`src/rtl/r_format_pkg.sv`:
```
// Shared R-format encodings: opcode, funct codes and the ALU_operation map
// that the execute stage decodes.
package r_format_pkg;

   localparam logic [5:0] OPC_RTYPE = 6'b000000;

   localparam logic [5:0] FUNCT_SLL = 6'h00;
   localparam logic [5:0] FUNCT_SRL = 6'h02;
   localparam logic [5:0] FUNCT_ADD = 6'h20;
   localparam logic [5:0] FUNCT_SUB = 6'h22;
   localparam logic [5:0] FUNCT_AND = 6'h24;
   localparam logic [5:0] FUNCT_OR  = 6'h25;
   localparam logic [5:0] FUNCT_XOR = 6'h26;
   localparam logic [5:0] FUNCT_NOR = 6'h27;
   localparam logic [5:0] FUNCT_SLT = 6'h2A;

   typedef enum logic [3:0] {
      ALU_ADD = 4'b0000,
      ALU_SUB = 4'b0001,
      ALU_AND = 4'b0010,
      ALU_OR  = 4'b0011,
      ALU_XOR = 4'b0100,
      ALU_NOR = 4'b0101,
      ALU_SLT = 4'b0110,
      ALU_SLL = 4'b0111,
      ALU_SRL = 4'b1000
   } alu_op_e;

endpackage

```
`src/rtl/r_format_funct_decoder.sv`:
```
// Combinational opcode/funct decode; anything outside the supported R-format
// set reports legal = 0 and ALU_ADD as a don't-care operation.
module r_format_funct_decoder
   import r_format_pkg::*;
(
   input  logic [31:0] instruction,
   output logic [3:0]  alu_operation,
   output logic        legal
);

   alu_op_e alu_op;

   always_comb begin
      legal  = 1'b0;
      alu_op = ALU_ADD;
      if (instruction[31:26] == OPC_RTYPE) begin
         legal = 1'b1;
         case (instruction[5:0])
            FUNCT_ADD: alu_op = ALU_ADD;
            FUNCT_SUB: alu_op = ALU_SUB;
            FUNCT_AND: alu_op = ALU_AND;
            FUNCT_OR:  alu_op = ALU_OR;
            FUNCT_XOR: alu_op = ALU_XOR;
            FUNCT_NOR: alu_op = ALU_NOR;
            FUNCT_SLT: alu_op = ALU_SLT;
            FUNCT_SLL: alu_op = ALU_SLL;
            FUNCT_SRL: alu_op = ALU_SRL;
            default:   legal  = 1'b0;
         endcase
      end
   end

   assign alu_operation = alu_op;

endmodule

```
`src/rtl/r_format_decode_stage.sv`:
```
// R-format decode stage: valid/ready output register, pending-write scoreboard
// for RAW stalls, and a saturating illegal-instruction counter.
module r_format_decode_stage
   import r_format_pkg::*;
#(
   parameter int COUNT_W  = 16,
   parameter int NUM_REGS = 32
) (
   input  logic               clk,
   input  logic               reset_input,
   input  logic               instr_valid,
   output logic               instr_ready,
   input  logic [31:0]        instruction,
   output logic               out_valid,
   input  logic               out_ready,
   output logic [4:0]         rs_address,
   output logic [4:0]         rt_address,
   output logic [4:0]         rd_address,
   output logic [4:0]         shamt,
   output logic [3:0]         ALU_operation,
   output logic               write_enabled,
   input  logic               wb_valid,
   input  logic [4:0]         wb_address,
   output logic               illegal,
   output logic [COUNT_W-1:0] illegal_count
);

   logic [4:0] rs_in, rt_in, rd_in, sh_in;
   logic [3:0] alu_in;
   logic       legal, hazard, accept;

   logic                out_valid_q, out_valid_d;
   logic [4:0]          rs_address_q, rs_address_d;
   logic [4:0]          rt_address_q, rt_address_d;
   logic [4:0]          rd_address_q, rd_address_d;
   logic [4:0]          shamt_q, shamt_d;
   logic [3:0]          alu_operation_q, alu_operation_d;
   logic                write_enabled_q, write_enabled_d;
   logic                illegal_q, illegal_d;
   logic [COUNT_W-1:0]  illegal_count_q, illegal_count_d;
   logic [NUM_REGS-1:0] pending_q, pending_d;

   assign rs_in = instruction[25:21];
   assign rt_in = instruction[20:16];
   assign rd_in = instruction[15:11];
   assign sh_in = instruction[10:6];

   r_format_funct_decoder u_funct_decoder (
      .instruction   (instruction),
      .alu_operation (alu_in),
      .legal         (legal)
   );

   // Registered bitmap only: a write-back in this cycle releases the stall next cycle.
   assign hazard = instr_valid && legal &&
                   (((rs_in != 5'd0) && pending_q[rs_in]) ||
                    ((rt_in != 5'd0) && pending_q[rt_in]));

   assign instr_ready = reset_input && (!out_valid_q || out_ready) && !hazard;
   assign accept      = instr_valid && instr_ready;

   always_comb begin
      out_valid_d     = out_valid_q;
      rs_address_d    = rs_address_q;
      rt_address_d    = rt_address_q;
      rd_address_d    = rd_address_q;
      shamt_d         = shamt_q;
      alu_operation_d = alu_operation_q;
      write_enabled_d = write_enabled_q;
      illegal_d       = accept && !legal;
      illegal_count_d = illegal_count_q;
      pending_d       = pending_q;

      if (accept && legal) begin
         out_valid_d     = 1'b1;
         rs_address_d    = rs_in;
         rt_address_d    = rt_in;
         rd_address_d    = rd_in;
         shamt_d         = sh_in;
         alu_operation_d = alu_in;
         write_enabled_d = (rd_in != 5'd0);
      end else if (out_ready) begin
         out_valid_d = 1'b0;
      end

      if (illegal_d && (illegal_count_q != {COUNT_W{1'b1}}))
         illegal_count_d = illegal_count_q + COUNT_W'(1);

      // Clear before set so a same-cycle retire and re-claim leaves the bit set.
      if (wb_valid)
         pending_d[wb_address] = 1'b0;
      if (accept && legal && (rd_in != 5'd0))
         pending_d[rd_in] = 1'b1;
   end

   always_ff @(posedge clk or negedge reset_input) begin
      if (!reset_input) begin
         out_valid_q     <= 1'b0;
         rs_address_q    <= 5'd0;
         rt_address_q    <= 5'd0;
         rd_address_q    <= 5'd0;
         shamt_q         <= 5'd0;
         alu_operation_q <= 4'd0;
         write_enabled_q <= 1'b0;
         illegal_q       <= 1'b0;
         illegal_count_q <= '0;
         pending_q       <= '0;
      end else begin
         out_valid_q     <= out_valid_d;
         rs_address_q    <= rs_address_d;
         rt_address_q    <= rt_address_d;
         rd_address_q    <= rd_address_d;
         shamt_q         <= shamt_d;
         alu_operation_q <= alu_operation_d;
         write_enabled_q <= write_enabled_d;
         illegal_q       <= illegal_d;
         illegal_count_q <= illegal_count_d;
         pending_q       <= pending_d;
      end
   end

   assign out_valid     = out_valid_q;
   assign rs_address    = rs_address_q;
   assign rt_address    = rt_address_q;
   assign rd_address    = rd_address_q;
   assign shamt         = shamt_q;
   assign ALU_operation = alu_operation_q;
   assign write_enabled = write_enabled_q;
   assign illegal       = illegal_q;
   assign illegal_count = illegal_count_q;

endmodule

```
`config.mk`:
```
export PLATFORM = sky130hd
export DESIGN_NAME = r_format_decode_stage
export DESIGN_NICKNAME = d
export VERILOG_FILES = /design/src/rtl/r_format_pkg.sv /design/src/rtl/r_format_funct_decoder.sv /design/src/rtl/r_format_decode_stage.sv
export SDC_FILE = /design/constraint.sdc
export NUM_CORES = 1
export LEC_CHECK = 0
export BUFFER_PORTS_ARGS = -buffer_cell sky130_fd_sc_hd__clkbuf_2
export CAP_MARGIN = 20
export CORE_UTILIZATION = 49
export CTS_BUF_LIST = sky130_fd_sc_hd__clkbuf_16
export DETAILED_ROUTE_END_ITERATION = 12
export PLACE_DENSITY = 0.82
export SYNTH_ARGS = -nofsm -noshare
export SYNTH_HDL_FRONTEND = slang
export SYNTH_SLANG_ARGS = --single-unit
```
`constraint.sdc`:
```
create_clock -name clk -period 2.5 [get_ports clk]
set_input_delay 0.125 -clock clk [delete_from_list [all_inputs] [get_ports clk]]
set_output_delay 0.125 -clock clk [all_outputs]
set_load 0.1 [all_outputs]
```
; ---- Word level (Yosys, flattened, before mapping)
; Index checks and enable logic that the tools add are counted.
[word_totals]
mem_bits_ro = 0
mem_bits_rw = 0
in_bits = 42
n_memories = 0
register_bits = 75
latch_bits = 0
[classes]
n_reduce_logical = 25
mux = 16
n_mul = 0
n_bitwise = 3
eq_ne = 9
n_shift = 0
magnitude_cmp = 6
add_sub_neg = 1
n_div = 0
[ops]
columns = cell, n
row1 = 32-bit two-way mux, 2
row2 = "6-bit equality test, second input constant", 7
row3 = 32-bit bitwise AND, 1
row4 = 32-bit NOT, 1
row5 = 32-bit OR, 1
row6 = 4-bit one-hot mux with 8 select lines, 1
row7 = "5-bit by 6-bit less-than comparator with 1-bit output, second input constant", 4
row8 = "16-bit by 1-bit adder with 16-bit output, second input constant", 1
row9 = "16-bit inequality test, second input constant", 1
row10 = 5-bit nonzero test, 3
row11 = 1-bit logical AND, 13
row12 = 6-bit logical NOT, 2
row13 = 1-bit binary-select mux with 5-bit select, 2
row14 = 1-bit demux with 5-bit select, 2
row15 = "5-bit by 1-bit >= comparator with 1-bit output, second input constant", 2
row16 = 9-bit OR reduction, 1
row17 = 1-bit two-way mux, 8
row18 = "6-bit by 2-bit equality test with 1-bit output, second input constant", 1
row19 = 4-bit two-way mux, 1
row20 = 1-bit logical NOT, 3
row21 = 1-bit logical OR, 2
row22 = 2-bit nonzero test, 1

; ---- Longest topological paths before layout
[logic_depth]
ltp_word = 12
ltp_mapped = 10

; ---- Cells and area by module
; Synthesis repeated with hierarchy kept, for this count alone.
[unflattened]
hier_cells = 333
hier_area_um2 = 3863.7
[modules_own_cells]
columns = module, instances, area_per_inst_um2, cells_each, seq_area_each_um2
row1 = r_format_decode_stage, 1, 3696.0, 306, 1851.8
row2 = r_format_funct_decoder, 1, 167.7, 27, 0.0

; ---- Worst setup path before layout
; OpenSTA, ideal clock, no wires.
[synth_path]
kind = reg-to-output
start = register pending_q[13]
end = output port instr_ready
setup_slack_ns = -0.416
arrival_ns = 2.791
stages_incl_launch_ff = 7
path_buffers = 0
cell_sequence = dfrtp_1 mux4_2 a2bb2oi_1 and4b_1 nor4_2 a21oi_1 nor2_1
[synth_between]
elab_chain_len = 7
elab_cells_between_ends = 10
classes_between = mux (4) / reduce/logical (6)
[synth_lines]
columns = item, line
row1 = from (decl), r_format_decode_stage.sv:41  ; logic [NUM_REGS-1:0] pending_q, pending_d;
row2 = from (signal assigned), r_format_decode_stage.sv:118  ; pending_q <= pending_d;
row3 = "1-bit binary-select mux with 5-bit select, on equally long branches", "r_format_decode_stage.sv:56, r_format_decode_stage.sv:57"
row4 = "1-bit two-way mux, on equally long branches", "r_format_decode_stage.sv:56, r_format_decode_stage.sv:57"
row5 = "1-bit logical AND, on equally long branches", "r_format_decode_stage.sv:56, r_format_decode_stage.sv:57"
row6 = 1-bit logical OR (*), r_format_decode_stage.sv:56  ; (((rs_in != 5'd0) && pending_q[rs_in]) ||
row7 = 1-bit logical AND (*), r_format_decode_stage.sv:55  ; assign hazard = instr_valid && legal &&
row8 = 1-bit logical NOT (*), r_format_decode_stage.sv:59  ; assign instr_ready = reset_input && (!out_valid_q || out_ready) && !hazard;
row9 = 1-bit logical AND (*), r_format_decode_stage.sv:59
row10 = to (decl), r_format_decode_stage.sv:12  ; output logic instr_ready,
; Every way passes the cells marked *; elsewhere a longest branch is shown, timed or not. The select of a mux whose other input is x is not followed.

; ---- Worst setup path in the final report
[layout_path]
start = register pending_q[12]
end = register rd_address_q[2] (netlist: rd_address[2])
[layout_between]
elab_chain_len = 9
elab_cells_between_ends = 12
classes_between = mux (4) / reduce/logical (8)
[layout_lines]
columns = item, line
row1 = "1-bit binary-select mux with 5-bit select, on equally long branches", "r_format_decode_stage.sv:56, r_format_decode_stage.sv:57"
row2 = "1-bit two-way mux, on equally long branches", "r_format_decode_stage.sv:56, r_format_decode_stage.sv:57"
row3 = "1-bit logical AND, on equally long branches", "r_format_decode_stage.sv:56, r_format_decode_stage.sv:57"
row4 = 1-bit logical OR (*), r_format_decode_stage.sv:56
row5 = 1-bit logical AND (*), r_format_decode_stage.sv:55
row6 = 1-bit logical NOT (*), r_format_decode_stage.sv:59
row7 = 1-bit logical AND (*), r_format_decode_stage.sv:59
row8 = 1-bit logical AND (*), r_format_decode_stage.sv:60  ; assign accept = instr_valid && instr_ready;
row9 = 1-bit logical AND (*), r_format_decode_stage.sv:74  ; if (accept && legal) begin
row10 = to (signal assigned), r_format_decode_stage.sv:112  ; rd_address_q <= rd_address_d;
row11 = to (decl), r_format_decode_stage.sv:35  ; logic [4:0] rd_address_q, rd_address_d;
; Marks and branches as above.
; A chain may end at the register's enable or synchronous reset.

==> impl_results.md <==
- Min-delay worst type: input port to flip-flop
- Critical path's slowest cell: mux4_2
- Share of layout cells above drive strength 1: 0.3512
- DR vias/cell: 5.805
- Syn_nets: 418
- Pwr Total: between 3 and 4 mW
- Place WS: 0.09259 ns
- Die Footprint: 8481 sq um
- Vias: around 3300
- Pint: 2.074 mW
- Top cells by area, synth: dfrtp_1 (47%), o21ai_0 (7.0%), mux2_4 (6.8%)
- Yosys top cell by area: dfrtp_1
- CP max stage delay: 0.46 ns
- Count of final setup violators: 0
- Initial Utilization: 0.5095
- Finished Cell Area: 4836 sq um
- Unrepaired setup endpoints after global routing: yes
- Final min period: 2.470 ns
- Clock root buffer: clkbuf_16
- Die Height: between 90 and 100 um
- H-Tree Depth: 3
- Fin. Hold Viols: 0
- Global-route wire length before repair: 15560 um
- Worst hold start: instruction[10]
- PnR worst setup slack: 0.03048 ns
- Register area share after synthesis: 0.4656
- Port bufs: 85
- Reg2reg end: rd_address[2]
- Nets@finish: 505
- Worst-path clk slew: roughly 0.05 ns
- CTS max path bufs: 2
- Max FO, Critical Path: 38
- Avg Inst Size Synth: 10.61 sq um
- WP data required: 2.71 ns
- Reg-to-reg startpoint: pending_q[12]
- Initial antenna violation count: 0
- WP data arrival: 2.68 ns
- Startpoint Class: flip-flop
- Routed WL: around 9600 um
- Sequential power share: 0.424
- Iter 0 DRT Violations: 208
- Drt pass-1 iters: 5
- Type of the worst setup path: flip-flop to flip-flop
- CTS tree: done
- Critical path endpoint category: flip-flop
- Max Slew Vio Count: 0
- Synth cell types: 48
- Area share of the largest cell type after synthesis: 0.4656
- Async set or reset register ratio after synthesis: 1.000
- Core area: 7807 sq um
- Wire per inst: roughly 17 um
- Period utilization: 0.9878
- Clock power frac: 0.350
- Worst path depth: 8
- Post-DRT Antenna Nets: 0
- Ys flop type: dfrtp_1
- Achievable Freq: 0.4049 GHz
- DRC violation count after routing: 0
- Grt total ovfl: 0
- TritonCTS buffer count: 9
- GRT Util Overall: 0.2373
- Status: finished clean
- Ant diodes: 0
- Max Cap Viol: 0
- PD cells: 649.2 nW/um^2
- Worst skew pair latency: 0.33 ns
- Worst-Margin Slew: 0.6827 ns
- WP buf/inv: 2
- FP Rows: 32
- Number of synthesized flops with an enable pin: 0
- P&R area growth vs syn: 21.58%
- Die W: 92.10 um
- Comb power frac: 0.226
- R2R cell count: 8
- Leakage: approximately 2.3 nW
- Fin Setup TNS: 0 ns
- Commonest cells in the netlist: dfrtp_1 (74), o21ai_0 (56), nand2_1 (49), mux2_4 (18), nor2_1 (15)
- Flop2flop setup slack: a little over 0.03 ns
- Sw frac: 0.3394
- Post-DP HPWL: 7064 um
- Slew margin rel.: 0.5439
- Synth warnings: 0
- Delay-heaviest family, CP: simple AND/OR/NAND/NOR gates
- Placed Area: ~4500 sq um
- Sw power: between 1 and 1.5 mW
- Crit-path cells: mux4_2 > nand2b_1 > and4_1 > nor4_4 > buf_4 > nand3_2 > buf_12 > mux2_4
- IO Count: 86
- Yosys reg bits: 74
- Pin count of the biggest net entering global routing: 43
- Gpl congestion: 0.8551
- Sink Count: 74
- Final Skew: a little over 0.007 ns
- Vias in the first global route: ~3200
- WHS Endpoint: shamt[4]
- Synthesized area: 3978 sq um
- Most common cell in the netlist: dfrtp_1
- Post-synthesis cell count: 375
- WHS Path Cells: 2
- Max VDD drop: 1104 uV
-- how the worst max path moves through the flow --
stage,startpoint,endpoint
after floorplan,pending_q[13],instr_ready
after global placement,instruction[16],rs_address[3]
after detailed placement,pending_q[13],rt_address[2]
after CTS,pending_q[13],instr_ready
after global routing,pending_q[12],rd_address[1]
final,pending_q[12],rd_address[2]
-- flip-flops by register name, indices dropped and copies added, names as in the netlist, 4 cells and up --
register	cells
rs_address	5
rd_address	5
shamt	5
pending_q	31
illegal_count	16
rt_address	5
ALU_operation	4
-- area by class of cell --
type,instances,area [sq um]
clock inverter,7,30.03
fill,629,2972
tap,102,127.6
multi-input combinational,275,2008
clock buffer,9,225.2
timing repair buffer,100,574.3
sequential,74,1863
inverter,2,7.507
-- cells in the final DEF, fill, tap and decap left out, drive strengths merged, types with 2 or more instances in the layout --
| master | count |
|---|---|
| dfrtp | 74 |
| and4 | 2 |
| nor3b | 4 |
| and3 | 7 |
| nand4 | 5 |
| inv | 5 |
| nor2 | 15 |
| a21boi | 2 |
| xnor2 | 14 |
| nand3 | 12 |
| nand2 | 49 |
| or3b | 3 |
| mux2 | 30 |
| buf | 16 |
| clkbuf | 92 |
| mux2i | 11 |
| nor2b | 5 |
| nand2b | 3 |
| and2 | 5 |
| a21oi | 4 |
| nor3 | 8 |
| nor4 | 3 |
| mux4 | 10 |
| nand3b | 5 |
| clkinv | 4 |
| o21ai | 62 |
-- cell families (layout without fill, tap and decap cells) --
| kind of cell | after synthesis | in the layout | synth area share |
|---|---|---|---|
| xor gates and xnor gates | 15 | 15 | 0.03303 |
| buffers and inverters | 26 | 118 | 0.03617 |
| DFF | 74 | 74 | 0.4656 |
| AOI/OAI and AO/OA | 79 | 79 | 0.1104 |
| and+or+nand+nor | 129 | 129 | 0.1655 |
| muxes | 51 | 51 | 0.1862 |
| adders and majority gates | 1 | 1 | 0.003145 |
-- power groups by stage --
stage / clock (mW) / sequential (mW) / combinational (mW)
after floorplan: 0 / 1.71 / 0.172
after detailed placement: 0 / 1.35 / 0.705
final: 1.10 / 1.33 / 0.711
after CTS: 1.12 / 1.33 / 0.710
after global routing: 1.18 / 1.34 / 0.748
after global placement: 0 / 1.35 / 0.696
-- stage by stage --
step / hold WS, ns / instances / utilization
after global routing: 0.03106 / 569 / 0.6194
after detailed placement: -0.007501 / 551 / 0.5821
after global placement: -0.009280 / 551 / 0.5821
after floorplan: -0.1706 / 375 / -
final: 0.03119 / 569 / 0.6194
after CTS: 0.02829 / 568 / 0.6171
-- metal layers --
layer / global-route usage / vias up / routed length [um]
li1: - / 1531 / -
met5: 0 / - / 0
met4: 0.08724 / 0 / 159
met2: 0.3818 / 154 / 4583
met3: 0.04975 / 19 / 633
met1: 0.3166 / 1599 / 4194
-- what timing repair did --
item                       CTS  global route
setup endpoints to repair    1             1
resized for setup            1             2
setup buffers                0             1
hold endpoints to repair    32             0
hold buffers                 1             0
pin swaps                    0             1
(Power assumes the default switching activity.)
